File: src/rtl/tmc4671_pkg.sv
// Shared TMC4671 register map and poller state encoding.
// Pure declarations: no latency, no flow control.
package tmc4671_pkg;

    typedef enum logic [2:0] {
        S_INIT,
        S_GAP,
        S_WAIT_TICK,
        S_WR_TARGET,
        S_RD_POS,
        S_RD_VEL,
        S_DONE
    } poll_state_t;

    localparam logic [6:0] TMC_ADDR_SELECT  = 7'h7F;
    localparam logic [6:0] TMC_ADDR_TARGET  = 7'h68;
    localparam logic [6:0] TMC_ADDR_ACT_VEL = 7'h6A;
    localparam logic [6:0] TMC_ADDR_ACT_POS = 7'h6B;

    function automatic logic is_xfer(input poll_state_t s);
        return s inside {S_INIT, S_WR_TARGET, S_RD_POS, S_RD_VEL};
    endfunction

endpackage

File: src/rtl/tmc4671_poller_if.sv
// Avalon-MM link between the poller (master) and the TMC4671 SPI bridge (slave).
// Wires only; waitrequest is the slave's backpressure.
interface tmc4671_poller_if;
    logic [6:0]  avm_address;
    logic        avm_read;
    logic        avm_write;
    logic [31:0] avm_writedata;
    logic [31:0] avm_readdata;
    logic        avm_waitrequest;

    modport master (
        output avm_address, avm_read, avm_write, avm_writedata,
        input  avm_readdata, avm_waitrequest
    );

    modport slave (
        input  avm_address, avm_read, avm_write, avm_writedata,
        output avm_readdata, avm_waitrequest
    );
endinterface

File: src/rtl/tmc4671_tick_gen.sv
// Free-running down-counter; tick is high for one cycle every PERIOD cycles.
// Tick follows the counter register combinationally; it has no backpressure.
module tmc4671_tick_gen #(
    parameter int PERIOD = 5000
) (
    input  logic clk,
    input  logic reset_n,
    output logic tick
);
    localparam int              CW     = $clog2(PERIOD);
    localparam logic [CW-1:0]   RELOAD = CW'(PERIOD - 1);

    logic [CW-1:0] cnt;

    always_ff @(posedge clk or negedge reset_n) begin
        if (!reset_n)          cnt <= RELOAD;
        else if (cnt == '0)    cnt <= RELOAD;
        else                   cnt <= cnt - CW'(1);
    end

    assign tick = (cnt == '0);
endmodule

File: src/rtl/tmc4671_poller.sv
// Periodic TMC4671 target write / position (+velocity with TMC4671_POLL_VEL_EN) readback master.
// Tick to sample_valid: 7 cycles (5 without velocity) plus waitrequest stall cycles; stalls hold the bus.
module tmc4671_poller
    import tmc4671_pkg::*;
#(
    parameter int         CLOCK_FREQ_HZ = 50_000_000,
    parameter int         POLL_FREQ_HZ  = 10_000,
    parameter logic [6:0] ADDR_TARGET   = TMC_ADDR_TARGET,
    parameter logic [6:0] ADDR_ACT_POS  = TMC_ADDR_ACT_POS,
    parameter logic [6:0] ADDR_ACT_VEL  = TMC_ADDR_ACT_VEL,
    parameter logic       SELECT_VALUE  = 1'b1
) (
    input  logic                     clk,
    input  logic                     reset_n,
    input  logic                     enable,
    input  logic [31:0]              target_pos,
    output logic [31:0]              actual_pos,
    output logic [31:0]              actual_vel,
    output logic                     sample_valid,
    output logic [15:0]              overrun_count,
    tmc4671_poller_if.master         avm
);
    localparam int PERIOD = CLOCK_FREQ_HZ / POLL_FREQ_HZ;

    logic        tick;
    poll_state_t state, state_nxt, after_gap, after_gap_nxt;
    logic        busy, accept, launch;
    logic [6:0]  launch_addr;
    logic [31:0] launch_data;
    logic [31:0] shadow_pos;

    tmc4671_tick_gen #(.PERIOD(PERIOD)) u_tick (
        .clk     (clk),
        .reset_n (reset_n),
        .tick    (tick)
    );

    assign busy   = avm.avm_read | avm.avm_write;
    assign accept = busy & ~avm.avm_waitrequest;

    always_ff @(posedge clk or negedge reset_n) begin
        if (!reset_n) begin
            state     <= S_INIT;
            after_gap <= S_WAIT_TICK;
        end else begin
            state     <= state_nxt;
            after_gap <= after_gap_nxt;
        end
    end

    always_comb begin
        state_nxt     = state;
        after_gap_nxt = after_gap;
        launch_addr   = avm.avm_address;
        launch_data   = avm.avm_writedata;
        case (state)
            S_INIT:      if (accept) begin state_nxt = S_GAP; after_gap_nxt = S_WAIT_TICK; end
            S_GAP:       state_nxt = after_gap;
            S_WAIT_TICK: if (tick && enable) state_nxt = S_WR_TARGET;
            S_WR_TARGET: if (accept) begin state_nxt = S_GAP; after_gap_nxt = S_RD_POS; end
            S_RD_POS: if (accept) begin
                state_nxt = S_GAP;
`ifdef TMC4671_POLL_VEL_EN
                after_gap_nxt = S_RD_VEL;
`else
                after_gap_nxt = S_DONE;
`endif
            end
            S_RD_VEL:    if (accept) begin state_nxt = S_GAP; after_gap_nxt = S_DONE; end
            S_DONE:      state_nxt = S_WAIT_TICK;
            default:     state_nxt = S_INIT;
        endcase

        // A transfer is launched only from an idle bus, so the slave always sees a fresh rising edge.
        launch = is_xfer(state_nxt) && !busy;
        case (state_nxt)
            S_INIT:      begin launch_addr = TMC_ADDR_SELECT; launch_data = {31'd0, SELECT_VALUE}; end
            S_WR_TARGET: begin launch_addr = ADDR_TARGET;     launch_data = target_pos;             end
            S_RD_POS:    launch_addr = ADDR_ACT_POS;
            S_RD_VEL:    launch_addr = ADDR_ACT_VEL;
            default:     ;
        endcase
    end

    always_ff @(posedge clk or negedge reset_n) begin
        if (!reset_n) begin
            avm.avm_read      <= 1'b0;
            avm.avm_write     <= 1'b0;
            avm.avm_address   <= '0;
            avm.avm_writedata <= '0;
            shadow_pos        <= '0;
            actual_pos        <= '0;
            sample_valid      <= 1'b0;
            overrun_count     <= '0;
        end else begin
            avm.avm_read  <= (state_nxt == S_RD_POS) || (state_nxt == S_RD_VEL);
            avm.avm_write <= (state_nxt == S_INIT)   || (state_nxt == S_WR_TARGET);
            if (launch) begin
                avm.avm_address   <= launch_addr;
                avm.avm_writedata <= launch_data;
            end
            if (accept && state == S_RD_POS) shadow_pos <= avm.avm_readdata;
            sample_valid <= (state_nxt == S_DONE);
            if (state_nxt == S_DONE) actual_pos <= shadow_pos;
            if (tick && state != S_WAIT_TICK && overrun_count != 16'hFFFF)
                overrun_count <= overrun_count + 16'd1;
        end
    end

`ifdef TMC4671_POLL_VEL_EN
    logic [31:0] shadow_vel;

    always_ff @(posedge clk or negedge reset_n) begin
        if (!reset_n) begin
            shadow_vel <= '0;
            actual_vel <= '0;
        end else begin
            if (accept && state == S_RD_VEL) shadow_vel <= avm.avm_readdata;
            if (state_nxt == S_DONE) actual_vel <= shadow_vel;
        end
    end
`else
    assign actual_vel = 32'd0;
`endif

endmodule
File: src/flat_wrapper.sv
// flat-port wrapper written by rule: the top's interface ports become plain ports
module tmc4671_poller_flat import tmc4671_pkg::*;
#(
    parameter int         CLOCK_FREQ_HZ = 50_000_000,
    parameter int         POLL_FREQ_HZ  = 10_000,
    parameter logic [6:0] ADDR_TARGET   = TMC_ADDR_TARGET,
    parameter logic [6:0] ADDR_ACT_POS  = TMC_ADDR_ACT_POS,
    parameter logic [6:0] ADDR_ACT_VEL  = TMC_ADDR_ACT_VEL,
    parameter logic       SELECT_VALUE  = 1'b1
)
  (clk, reset_n, enable, target_pos, actual_pos, actual_vel, sample_valid, overrun_count, avm_avm_address, avm_avm_read, avm_avm_write, avm_avm_writedata, avm_avm_readdata, avm_avm_waitrequest);
  tmc4671_poller_if avm_i ();
  input  logic clk;
  input  logic reset_n;
  input  logic enable;
  input  logic [31:0] target_pos;
  output logic [31:0] actual_pos;
  output logic [31:0] actual_vel;
  output logic sample_valid;
  output logic [15:0] overrun_count;
  output wire logic [$bits(avm_i.avm_address)-1:0] avm_avm_address;
  output wire logic [$bits(avm_i.avm_read)-1:0] avm_avm_read;
  output wire logic [$bits(avm_i.avm_write)-1:0] avm_avm_write;
  output wire logic [$bits(avm_i.avm_writedata)-1:0] avm_avm_writedata;
  input wire logic [$bits(avm_i.avm_readdata)-1:0] avm_avm_readdata;
  input wire logic [$bits(avm_i.avm_waitrequest)-1:0] avm_avm_waitrequest;
  assign avm_avm_address = avm_i.avm_address;
  assign avm_avm_read = avm_i.avm_read;
  assign avm_avm_write = avm_i.avm_write;
  assign avm_avm_writedata = avm_i.avm_writedata;
  assign avm_i.avm_readdata = avm_avm_readdata;
  assign avm_i.avm_waitrequest = avm_avm_waitrequest;
  tmc4671_poller #(.CLOCK_FREQ_HZ(CLOCK_FREQ_HZ), .POLL_FREQ_HZ(POLL_FREQ_HZ), .ADDR_TARGET(ADDR_TARGET), .ADDR_ACT_POS(ADDR_ACT_POS), .ADDR_ACT_VEL(ADDR_ACT_VEL), .SELECT_VALUE(SELECT_VALUE)) u_core (.clk(clk), .reset_n(reset_n), .enable(enable), .target_pos(target_pos), .actual_pos(actual_pos), .actual_vel(actual_vel), .sample_valid(sample_valid), .overrun_count(overrun_count), .avm(avm_i));
endmodule
File: config.mk
export PLATFORM = sky130hd
export DESIGN_NAME = tmc4671_poller_flat
export DESIGN_NICKNAME = d
export VERILOG_FILES = /design/src/rtl/tmc4671_pkg.sv /design/src/rtl/tmc4671_poller_if.sv /design/src/rtl/tmc4671_tick_gen.sv /design/src/rtl/tmc4671_poller.sv /design/src/flat_wrapper.sv
export SDC_FILE = /design/constraint.sdc
export NUM_CORES = 1
export LEC_CHECK = 0
export ABC_AREA = 1
export CAP_MARGIN = 20
export CORE_MARGIN = 10
export CORE_UTILIZATION = 40
export DETAILED_ROUTE_END_ITERATION = 6
export GPL_TIMING_DRIVEN = 0
export MAX_ROUTING_LAYER = met4
export PLACE_DENSITY = 0.71
export SKIP_CTS_REPAIR_TIMING = 1
export SLEW_MARGIN = 5
export SYNTH_ARGS = -nofsm -noshare
export SYNTH_HDL_FRONTEND = slang
export SYNTH_SLANG_ARGS = --single-unit
File: constraint.sdc
create_clock -name clk -period 1.7 [get_ports clk]
set_input_delay 0.51 -clock clk [delete_from_list [all_inputs] [get_ports clk]]
set_output_delay 0.51 -clock clk [all_outputs]
set_load 0.005 [all_outputs]
==> results.toml <==
[yosys]
netlist.area_leader.share = 0.5206
synth.area.top_cells = "dfrtp_1, nand2_1, inv_1"
yosys_warnings = 0
synth-edff-count = 0
syn_avg_cell_area_sq_um = 9.395
post_synth_num_cell_types = 42
yosys_most_used_dff = "dfrtp_1"
ys_seq_area_frac = 0.5545
syn_inst = 660
syn-cell-area_sq_um = 6201
async_reset_ff_frac = 1.000
netlist.top_cell.by_area = "dfrtp_1"
ys_ff_latch = 137

[pwr]
p_int_mw = 9.454
p_switching_mw = 4.616
swShare = 0.3281
p_clk_frac = 0.258
max-vdd-ir-drop_mv = 1.035
cellLeakagePower_nw = 5.968
comb_power_share = 0.392
powerDensity_nw_per_um2 = 1430
seqPwrFrac = 0.350
power_mw = 14.07

[die]
die_w_um = 144.5
core_sq_um = 15200
row_count = 45
pin_count = 190
die_area_sq_um = 20880
die_h_um = 144.5
initial_core_util = 0.4079

[final_layout]
fin_util = 0.6472
stdcell_area_sq_um = 9838
fin_nets = 984
syn2layout_area_growth_pct = 58.66
drive_gt1_frac = 0.3045

[sta]
relSlewSlack = 0.5765
clock_skew_ns = 0.01136
worst_slew_pin_slew_ns = 0.6352
setup_slack_ns = -0.2204
tns_ns = -2.981
finalSetupViolCount = 26
post-route-period-util = 1.130
hold_violations = 0
grt_setup_unrepaired = "yes"
period_needed_ns = 1.920
fmax_ghz = 0.5207
maxSlewViolCount = 0

[drt]
vias = 5120
routed_wl_um = 16750
post-route-drc-count = 0
wl_per_cell_um = 15.02
drtIter0Drc = 244
via_per_inst = 4.592
drt_pass1_iterations = 4
postRouteAntennaNets = 0

[clock_network]
cts_buffers = 17
clkLatencyLatePin_ns = 0.42
cts_tree = "built"
cts.htree.levels = 4
cts_root_buffer = "clkbuf_16"
cts.sinks = 137
clockBufferDepth = 2
clk_pin_slew_ns = 0.06

[critical_path]
start_kind = "flop"
crit_type = "reg -> reg"
path_buf_inv = 3
cp_slowest_stage_delay_ns = 0.44
crit_arrival_ns = 2.23
required_ns = 2.01
end_kind = "flop"
cp_max_fo = 6
crit_chain = "ha_4 > inv_4 > nor3_4 > nand2_2 > nor3_4 > nand3b_4 > inv_8 > buf_12 > nand2_1 > nand2_1"
path_delay_family = "simple AND/OR/NAND/NOR gates"
crit_slowest_cell = "dfrtp_2"

[grt]
grt_pass1_wl_um = 24020
grt_antenna_before_repair = 1
grt_usage = 0.1494
grt_pass1_vias = 4787
grt_overflow = 0
grt_max_degree = 74

[placement]
dp_hpwl_um = 11250
portBuffers = 157
dp_slack_ns = -0.5762
gp_congestion = 0.8199
place_area_sq_um = 8153

[worst_hold_path]
hp-class = "in -> async"

[job]
drv_cap = 0

[outcome]
violations = "setup timing"
status = "finished with violations"
-- layout make-up --
cell class | instances | area [sq um]
sequential | 137 | 3453
antenna | 1 | 2.502
clock inverter | 13 | 146.4
timing repair buffer | 203 | 2262
clock buffer | 19 | 442.9
multi-input combinational | 414 | 2494
buffer | 54 | 461.7
tap | 188 | 235.2
timing repair inverter | 1 | 6.256
inverter | 85 | 334.1
fill | 1176 | 5364
-- cells in the final DEF (no fill, tap or decap), drive strengths merged --
cell	netlist	layout
a21oi	24	24
a31oi	2	2
buf	50	94
bufinv	0	2
clkbuf	5	27
clkdlybuf4s50	0	66
clkinv	0	7
clkinvlp	0	2
conb	1	32
dfrtp	129	129
dfstp	8	8
diode	0	1
dlymetal6s2s	0	89
ha	3	3
inv	85	88
mux2	13	13
nand2	157	157
nand3	18	18
nand3b	3	3
nand4	10	10
nor2	50	50
nor3	10	10
nor3b	1	1
nor4	4	4
o21ai	67	67
o21bai	1	1
or2	1	1
or3b	1	1
xnor2	5	5
xor2	12	12
-- cells by family (layout without fill, tap and decap cells) --
group | count (synthesis) | count (layout) | share of synthesized area
muxes | 13 | 13 | 0.02361
adders and majority gates | 3 | 3 | 0.006054
DFF | 137 | 137 | 0.5545
and+or+nand+nor | 255 | 255 | 0.1913
other | 1 | 33 | 0.0006047
buffers and inverters | 140 | 375 | 0.1178
AOI/OAI and AO/OA | 94 | 94 | 0.08212
xor gates and xnor gates | 17 | 17 | 0.02401
-- final timing paths --
path                                                      from                                   end  slack (ns)  depth (start not counted)
setup / recovery           u_core.overrun_count[0]$_DFFE_PN0P_  u_core.overrun_count[14]$_DFFE_PN0P_       -0.22                         10
hold / removal                                         reset_n     u_core.actual_pos[26]$_DFFE_PN0P_        0.08                          1
setup reg to reg           u_core.overrun_count[0]$_DFFE_PN0P_  u_core.overrun_count[14]$_DFFE_PN0P_       -0.22                         10
hold reg to reg               u_core.shadow_pos[9]$_DFFE_PN0P_      u_core.actual_pos[9]$_DFFE_PN0P_        0.46                          2
max in group asynchronous                              reset_n     u_core.actual_pos[10]$_DFFE_PN0P_        0.86                          2
min in group clk              u_core.shadow_pos[9]$_DFFE_PN0P_      u_core.actual_pos[9]$_DFFE_PN0P_        0.46                          2
-- through the flow --
step,cells,hold WS [ns]
after global routing,1115,0.1294
after detailed placement,1037,0.4461
final,1115,0.08122
after floorplan,691,0.2144
after CTS,1069,0.1089
after global placement,1036,0.4368
-- cell usage after synthesis, types with 2 or more instances --
| cell | count |
|---|---|
| buf_6 | 5 |
| buf_4 | 36 |
| o21ai_1 | 30 |
| inv_2 | 5 |
| nor4_1 | 3 |
| ha_1 | 3 |
| nand2_1 | 149 |
| nor2_2 | 2 |
| dfstp_2 | 8 |
| xnor2_1 | 5 |
| nand3b_1 | 2 |
| xor2_1 | 12 |
| nor3_2 | 2 |
| nor2_4 | 5 |
| nand3_2 | 2 |
| inv_1 | 79 |
| o21ai_2 | 8 |
| clkbuf_1 | 2 |
| nor2_1 | 43 |
| nand2_2 | 4 |
| clkbuf_2 | 3 |
| nand3_1 | 16 |
| buf_2 | 8 |
| mux2_2 | 13 |
| a31oi_1 | 2 |
| nor3_1 | 8 |
| nand4_1 | 9 |
| o21ai_0 | 29 |
| nand2_4 | 4 |
| dfrtp_1 | 129 |
| a21oi_1 | 23 |
-- routing by layer --
layer  GRT usage  routed length, um  vias to the layer above
met3     0.05641               1415                       13
met5           -                  0                        -
met4     0.04947                130                        0
met1      0.1873               6844                     2415
li1            -                  -                     2539
met2      0.2184               8361                      153
-- flip-flops by register name (all words and copies together) (netlist names), 2 cells and up --
name	cells
u_core.actual_pos	32
u_core.after_gap	2
u_core.avm.avm_address	4
u_core.avm.avm_writedata	32
u_core.overrun_count	16
u_core.shadow_pos	32
u_core.state	3
u_core.u_tick.cnt	13
-- power by group through the flow --
stage	logic [mW]	clock network, mW	registers, mW
after floorplan	2.11	0	4.90
after global placement	4.35	0	4.86
after detailed placement	4.44	0	4.90
after CTS	4.45	3.72	4.86
after global routing	6.08	3.89	5.05
final	5.51	3.63	4.92
No activity file was read; power rests on OpenSTA's default activity.
